`src/rtl/fp_sqrt_iter_if.sv`:
```
// Handshake and result bus of the iterative square-root unit.
// The calculator sequencer is the master; the root unit is the slave.
interface fp_sqrt_iter_if #(
    parameter int EXP_W  = 8,
    parameter int FRAC_W = 23
);
    logic                  start;
    logic [EXP_W+FRAC_W:0] A;
    logic                  busy;
    logic                  enable;
    logic [EXP_W+FRAC_W:0] result;
    logic                  invalid;
    logic                  underflow;

    modport master (output start, A, input busy, enable, result, invalid, underflow);
    modport slave  (input start, A, output busy, enable, result, invalid, underflow);
endinterface

```
`src/rtl/fp_sqrt_iter.sv`:
```
// Exactly rounded IEEE-754 square root, restoring radix-2 recurrence, one root bit per clock.
// Special operands bypass the recurrence and reach DONE through ROUND so they take two cycles.
module fp_sqrt_iter #(
    parameter int EXP_W  = 8,
    parameter int FRAC_W = 23
) (
    input  logic          CLK,
    input  logic          RST,
    fp_sqrt_iter_if.slave io
);
    localparam int W  = EXP_W + FRAC_W + 1;
    localparam int N  = FRAC_W + 2;
    localparam int CW = $clog2(N + 1);
    localparam logic [EXP_W-1:0] BIAS = {1'b0, {(EXP_W-1){1'b1}}};
    localparam logic [W-1:0]     QNAN = {1'b0, {EXP_W{1'b1}}, 1'b1, {(FRAC_W-1){1'b0}}};

    typedef enum logic [1:0] {IDLE, CALC, ROUND, DONE} state_t;

    state_t           state_q, state_d;
    logic [CW-1:0]    cnt_q, cnt_d;
    logic             spec_q, spec_d;
    logic [2*N-1:0]   rad_q, rad_d;
    logic [N+1:0]     rem_q, rem_d;
    logic [N-1:0]     root_q, root_d;
    logic [EXP_W-1:0] er_q, er_d;
    logic [W-1:0]     result_q, result_d;
    logic             invalid_q, invalid_d;
    logic             underflow_q, underflow_d;
    logic             busy_c, enable_c;

    logic             op_sgn;
    logic [EXP_W-1:0] op_exp;
    logic [FRAC_W-1:0] op_frac;
    logic             exp_ones, exp_zero, frac_zero, special;
    logic [W-1:0]     spec_res;
    logic             spec_inv, spec_unf;
    logic [EXP_W:0]   exp_sum;
    logic [N-1:0]     rad_top;

    assign {op_sgn, op_exp, op_frac} = io.A;
    assign exp_ones  = &op_exp;
    assign exp_zero  = ~|op_exp;
    assign frac_zero = ~|op_frac;
    assign special   = exp_ones | exp_zero | op_sgn;

    // floor((exp+BIAS)/2) == floor((exp-BIAS)/2)+BIAS, and its LSB gives the parity of the unbiased exponent.
    assign exp_sum = {1'b0, op_exp} + {1'b0, BIAS};
    assign rad_top = exp_sum[0] ? {1'b1, op_frac, 1'b0} : {2'b01, op_frac};

    always_comb begin
        spec_res = QNAN;
        spec_inv = 1'b0;
        spec_unf = 1'b0;
        if (exp_ones && !frac_zero) begin
            spec_res = {op_sgn, {EXP_W{1'b1}}, 1'b1, op_frac[FRAC_W-2:0]};
        end else if (exp_zero) begin
            spec_res = {op_sgn, {(W-1){1'b0}}};
            spec_unf = !frac_zero;
        end else if (op_sgn) begin
            spec_inv = 1'b1;
        end else begin
            spec_res = {1'b0, {EXP_W{1'b1}}, {FRAC_W{1'b0}}};
        end
    end

    logic [N+1:0]     rem_sh, trial;
    logic             take;
    logic [N-1:0]     mant;
    logic [EXP_W-1:0] er_rnd;

    assign rem_sh = {rem_q[N-1:0], rad_q[2*N-1 -: 2]};
    assign trial  = {root_q, 2'b01};
    assign take   = (|rem_q[N+1:N]) || (rem_sh >= trial);

    // mant[N-1:FRAC_W] is 01 normally and 10 after a carry-out, so minus one is the exponent bump.
    assign mant   = {1'b0, root_q[N-1:1]} + {{(N-1){1'b0}}, root_q[0]};
    assign er_rnd = er_q + EXP_W'(mant[N-1:FRAC_W]) - EXP_W'(1);

    always_ff @(posedge CLK or negedge RST) begin
        if (!RST) state_q <= IDLE;
        else      state_q <= state_d;
    end

    always_comb begin
        state_d = state_q;
        case (state_q)
            IDLE:    if (io.start) state_d = special ? ROUND : CALC;
            CALC:    if (cnt_q == CW'(1)) state_d = ROUND;
            ROUND:   state_d = DONE;
            default: state_d = IDLE;
        endcase
    end

    always_comb begin
        busy_c   = (state_q != IDLE);
        enable_c = (state_q == DONE);
    end

    always_comb begin
        cnt_d       = cnt_q;
        spec_d      = spec_q;
        rad_d       = rad_q;
        rem_d       = rem_q;
        root_d      = root_q;
        er_d        = er_q;
        result_d    = result_q;
        invalid_d   = invalid_q;
        underflow_d = underflow_q;
        case (state_q)
            IDLE: if (io.start) begin
                spec_d      = special;
                cnt_d       = CW'(N);
                rad_d       = {rad_top, {N{1'b0}}};
                rem_d       = '0;
                root_d      = '0;
                er_d        = exp_sum[EXP_W:1];
                result_d    = special ? spec_res : result_q;
                invalid_d   = special & spec_inv;
                underflow_d = special & spec_unf;
            end
            CALC: begin
                cnt_d  = cnt_q - CW'(1);
                rad_d  = rad_q << 2;
                rem_d  = take ? (rem_sh - trial) : rem_sh;
                root_d = {root_q[N-2:0], take};
            end
            // Guard-bit round-up equals round-to-nearest-even: a square root never lands on a tie.
            ROUND: if (!spec_q) result_d = {1'b0, er_rnd, mant[FRAC_W-1:0]};
            default: ;
        endcase
    end

    always_ff @(posedge CLK or negedge RST) begin
        if (!RST) begin
            cnt_q       <= '0;
            spec_q      <= 1'b0;
            result_q    <= '0;
            invalid_q   <= 1'b0;
            underflow_q <= 1'b0;
        end else begin
            cnt_q       <= cnt_d;
            spec_q      <= spec_d;
            result_q    <= result_d;
            invalid_q   <= invalid_d;
            underflow_q <= underflow_d;
        end
    end

    always_ff @(posedge CLK) begin
        rad_q  <= rad_d;
        rem_q  <= rem_d;
        root_q <= root_d;
        er_q   <= er_d;
    end

    assign io.busy      = busy_c;
    assign io.enable    = enable_c;
    assign io.result    = result_q;
    assign io.invalid   = invalid_q;
    assign io.underflow = underflow_q;
endmodule

```
`src/flat_wrapper.sv`:
```
// flat-port wrapper written by rule: the top's interface ports become plain ports
module fp_sqrt_iter_flat 
#(
    parameter int EXP_W  = 8,
    parameter int FRAC_W = 23
)
  (CLK, RST, io_start, io_A, io_busy, io_enable, io_result, io_invalid, io_underflow);
  fp_sqrt_iter_if #(.EXP_W(EXP_W), .FRAC_W(FRAC_W)) io_i ();
  input  logic CLK;
  input  logic RST;
  input wire logic [$bits(io_i.start)-1:0] io_start;
  input wire logic [$bits(io_i.A)-1:0] io_A;
  output wire logic [$bits(io_i.busy)-1:0] io_busy;
  output wire logic [$bits(io_i.enable)-1:0] io_enable;
  output wire logic [$bits(io_i.result)-1:0] io_result;
  output wire logic [$bits(io_i.invalid)-1:0] io_invalid;
  output wire logic [$bits(io_i.underflow)-1:0] io_underflow;
  assign io_i.start = io_start;
  assign io_i.A = io_A;
  assign io_busy = io_i.busy;
  assign io_enable = io_i.enable;
  assign io_result = io_i.result;
  assign io_invalid = io_i.invalid;
  assign io_underflow = io_i.underflow;
  fp_sqrt_iter #(.EXP_W(EXP_W), .FRAC_W(FRAC_W)) u_core (.CLK(CLK), .RST(RST), .io(io_i));
endmodule
```
`config.mk`:
```
export PLATFORM = sky130hd
export DESIGN_NAME = fp_sqrt_iter_flat
export DESIGN_NICKNAME = d
export VERILOG_FILES = /design/src/rtl/fp_sqrt_iter_if.sv /design/src/rtl/fp_sqrt_iter.sv /design/src/flat_wrapper.sv
export SDC_FILE = /design/constraint.sdc
export NUM_CORES = 1
export LEC_CHECK = 0
export CAP_MARGIN = 5
export CELL_PAD_IN_SITES_DETAIL_PLACEMENT = 0
export CELL_PAD_IN_SITES_GLOBAL_PLACEMENT = 1
export CORE_MARGIN = 2
export CORE_UTILIZATION = 45
export CTS_CLUSTER_SIZE = 10
export DETAILED_ROUTE_END_ITERATION = 7
export GPL_TIMING_DRIVEN = 0
export HOLD_SLACK_MARGIN = 0.05
export MAX_ROUTING_LAYER = met4
export PLACE_DENSITY_LB_ADDON = 0.1
export SLEW_MARGIN = 40
export SYNTH_ARGS = -nofsm -noshare
export SYNTH_HDL_FRONTEND = slang
export SYNTH_SLANG_ARGS = --single-unit
```
`constraint.sdc`:
```
create_clock -name CLK -period 4.6 [get_ports CLK]
set_input_delay 0.92 -clock CLK [delete_from_list [all_inputs] [get_ports CLK]]
set_output_delay 0.92 -clock CLK [all_outputs]
set_load 0.01 [all_outputs]
```
==> results.cfg <==
[run_status]
status = complete, no violations

[clock_network]
cts.htree.levels = 4
clkLatencyLatePin_ns = 0.42
max-clock-path-buffers = 2
post_cts_buffers = 0
cts_hold_repair.buffers = 0
cts-buffers-inserted = 17
clock_pin_slew_of_the_registers_on_the_worst_case_setup_and_hold_paths_ns = 0.06
clock_sink_count = 127
cts_root_buf = clkbuf_16
tritoncts_clock_tree = built
ctsResizeCount = 0

[min_path]
holdCritPathClass = input port to async pin

[worst_setup_path]
arrival_ns = 4.49
critical_path_class = input port to register
path_max_fanout = 10
critical_path.startpoint_type = input port
critPathCaptureType = register
critPathRequiredTime_ns = 4.93

[drt]
remaining_drc_errors = 0
drt_first_iter_violations = 475
detail_route.wirelength_um = 20800
avgRoutedWirePerCell_um = 18.0
remaining_antenna_violation_count = 0
vias_per_cell = 5.53
detailroute.via_count = 6376
drtPass1Iterations = 5

[timing]
timing_hold_violations_final = 0
setup_total_negative_slack_ns = 0
slew_at_the_pin_closest_to_its_max_slew_limit_ns = 0.842
post-route-min-period_ns = 4.16
finalSetupViolCount = 0
timing.clock.skew_ns = 0.0108
relSlewSlack_pct = 43.9
grt_setup_unrepaired = no
final_max_slew_violation_count = 0
max_clock_freq_mhz = 241
post-route-period-util_pct = 90.3

[cells_and_area]
fin_nets = 999
post_route_cells_drive_above_1_share_pct = 6.78
finalCoreUtilization_pct = 55.1
area_of_the_multi_input_gates_sq_um = 4040
final.fill_count = 1613
antenna_cells = 0
layout-area-overhead-vs-synth_pct = 19.5
final-seq-area_sq_um = 3600

[synth]
ys_async_rst_share_pct = 33.1
synth.most_common_cell = nor2_1
ys_seq_elements = 127
synth.top_cell.area_share_pct = 31.9
postSynthNetCount = 910
synthTopCellsByArea = edfxtp_1 32%, dfrtp_1 13%, ha_1 7.3%
synthDistinctLibCells = 61
synthFlopType = edfxtp_1
yosys_warnings = 0
synth_edf_count = 85
synth_area_sq_um = 8000
synth_area_leader_cell = edfxtp_1
yosysSeqAreaShare_pct = 45.0
netlist_top_cells_count = 107 x nor2_1, 85 x edfxtp_1, 75 x a21oi_1, 69 x nand2_1
postSynthAreaPerCell_sq_um = 9.68
synth_cells = 827

[floorplanning]
floorplan.initialDensity_pct = 46.1
die_w_um = 137
fp.dieArea_sq_um = 18900
fp.dieH_um = 137
row_count = 48
design.portCount = 71
core_sq_um = 17400

[power]
power_leakage_nw = 3.83
powerDensity_nw_per_um2 = 905
max-vdd-ir-drop_uv = 481

[placed_design]
gp_congestion = 0.867
port-buffer-count = 69
post-dp-hpwl_um = 15800

[global_route]
antenna_found_initial = 0
grt_pass1_wl_um = 32600
grt.overflow.total = 0
maximum_number_of_pins_on_one_net_before_global_route_repair = 43
track_usage_pct = 23.6
grt_pass1_vias = 6167

[flow_run]
timing.max_cap.violations = 0
==> final cells by class <==
class / instances / share of cell area, %
Timing Repair Buffer: 70 / 7.41
Multi-Input combinational cell: 610 / 42.2
Clock buffer: 17 / 4.45
Clock inverter: 15 / 1.45
Sequential cell: 127 / 37.7
Buffer: 36 / 1.73
Inverter: 54 / 2.12
Tap cell: 225 / 2.94
==> metal layers <==
layer / global-route usage (%) / share of wire, %
met1: 30.0 / 45
met2: 38.1 / 48
met5: - / 0
met3: 4.08 / 4.5
met4: 8.30 / 2.3
==> cell families (layout without fill, tap and decap cells) <==
kind of cell / count (synthesis) / after routing / synth area share [%]
buffers and inverters: 90 / 192 / 4.60
AO/OA/AOI/OAI: 184 / 184 / 14.5
AND/OR/NAND/NOR: 272 / 272 / 15.9
multiplexers: 47 / 47 / 5.93
adder cells (fa/ha/maj): 48 / 48 / 7.60
flip-flops: 127 / 127 / 45.0
XOR/XNOR: 59 / 59 / 6.46
==> registers in the layout, indices dropped and copies added (netlist names) <==
register and cells:
u_core.io.result 32, u_core.rem_q 27, u_core.rad_q 25, u_core.root_q 25
u_core.er_q 8, u_core.cnt_q 5, u_core.state_q 2, u_core.io.invalid 1
u_core.io.underflow 1, u_core.spec_q 1
==> path summary, 6_finish.rpt <==
kind	from	end	slack [ns]	cells after the start
max reg2reg	u_core.root_q[0]	u_core.io.result[30]	0.72	20
min reg2reg	u_core.spec_q	u_core.spec_q	0.49	2
max	io_A[23]	u_core.io.result[13]	0.44	12
min	RST	u_core.cnt_q[2]	0.48	1
max in group asynchronous	RST	u_core.io.result[9]	3.74	1
min in group CLK	u_core.spec_q	u_core.spec_q	0.49	2
==> critical path: stages <==
cell	delay, ns
clkdlybuf4s50_1	0.57
clkbuf_1	0.52
buf_1	0.56
inv_1	0.22
ha_1	0.26
nor3b_1	0.15
or3_1	0.41
nand2_1	0.13
a21oi_2	0.12
buf_2	0.25
buf_2	0.22
a21oi_1	0.16
==> where the power goes <==
| group | leakage (nW) | internal [W] | switching, W |
|---|---|---|---|
| clock | 0.262 | 0.000748 | 0.000549 |
| combinational | 2.26 | 0.00206 | 0.00290 |
| sequential | 1.31 | 0.00202 | 0.000368 |
| total | 3.83 | 0.00483 | 0.00382 |
==> cell usage in the layout (no fill, tap or decap), types with 3 or more instances in the layout <==
cell type and instances:
buf_6 3, a21oi_1 75, clkbuf_1 26, o221ai_1 3, a21o_1 15, nand2b_1 8
clkdlybuf4s50_1 68, nand4_1 12, nand2_1 68, mux2_1 3, o21ai_0 26, nor3_1 11
nor2b_1 5, xor2_1 14, nand3b_1 3, nor4_1 8, inv_6 3, mux2i_1 44
dfrtp_1 42, inv_1 47, clkinv_4 4, a31oi_1 6, inv_2 7, a211oi_2 4
xnor2_1 45, nor2_1 107, edfxtp_1 85, clkbuf_16 17, nor3b_1 16, nand3_1 15
o21ai_1 20, o21a_1 3, ha_1 47, or3_1 5, buf_2 6, a22oi_1 9
clkinvlp_4 5, and3_1 5
==> stage by stage <==
step           instances  power, W  hold slack [ns]  instance area [sq um]  setup WS, ns
6_report            1154   0.00865            0.480                   9560         0.444
5_1_grt             1154   0.00932            0.512                   9560         0.227
4_1_cts             1154   0.00867            0.487                   9560         0.465
3_5_place_dp        1122   0.00734            0.481                   9000        0.0332
3_3_place_gp        1121   0.00723            0.473                   8970        0.0624
2_1_floorplan        827   0.00596            0.456                   8000          1.15
Note: power is estimated with default switching activity, not from simulation.
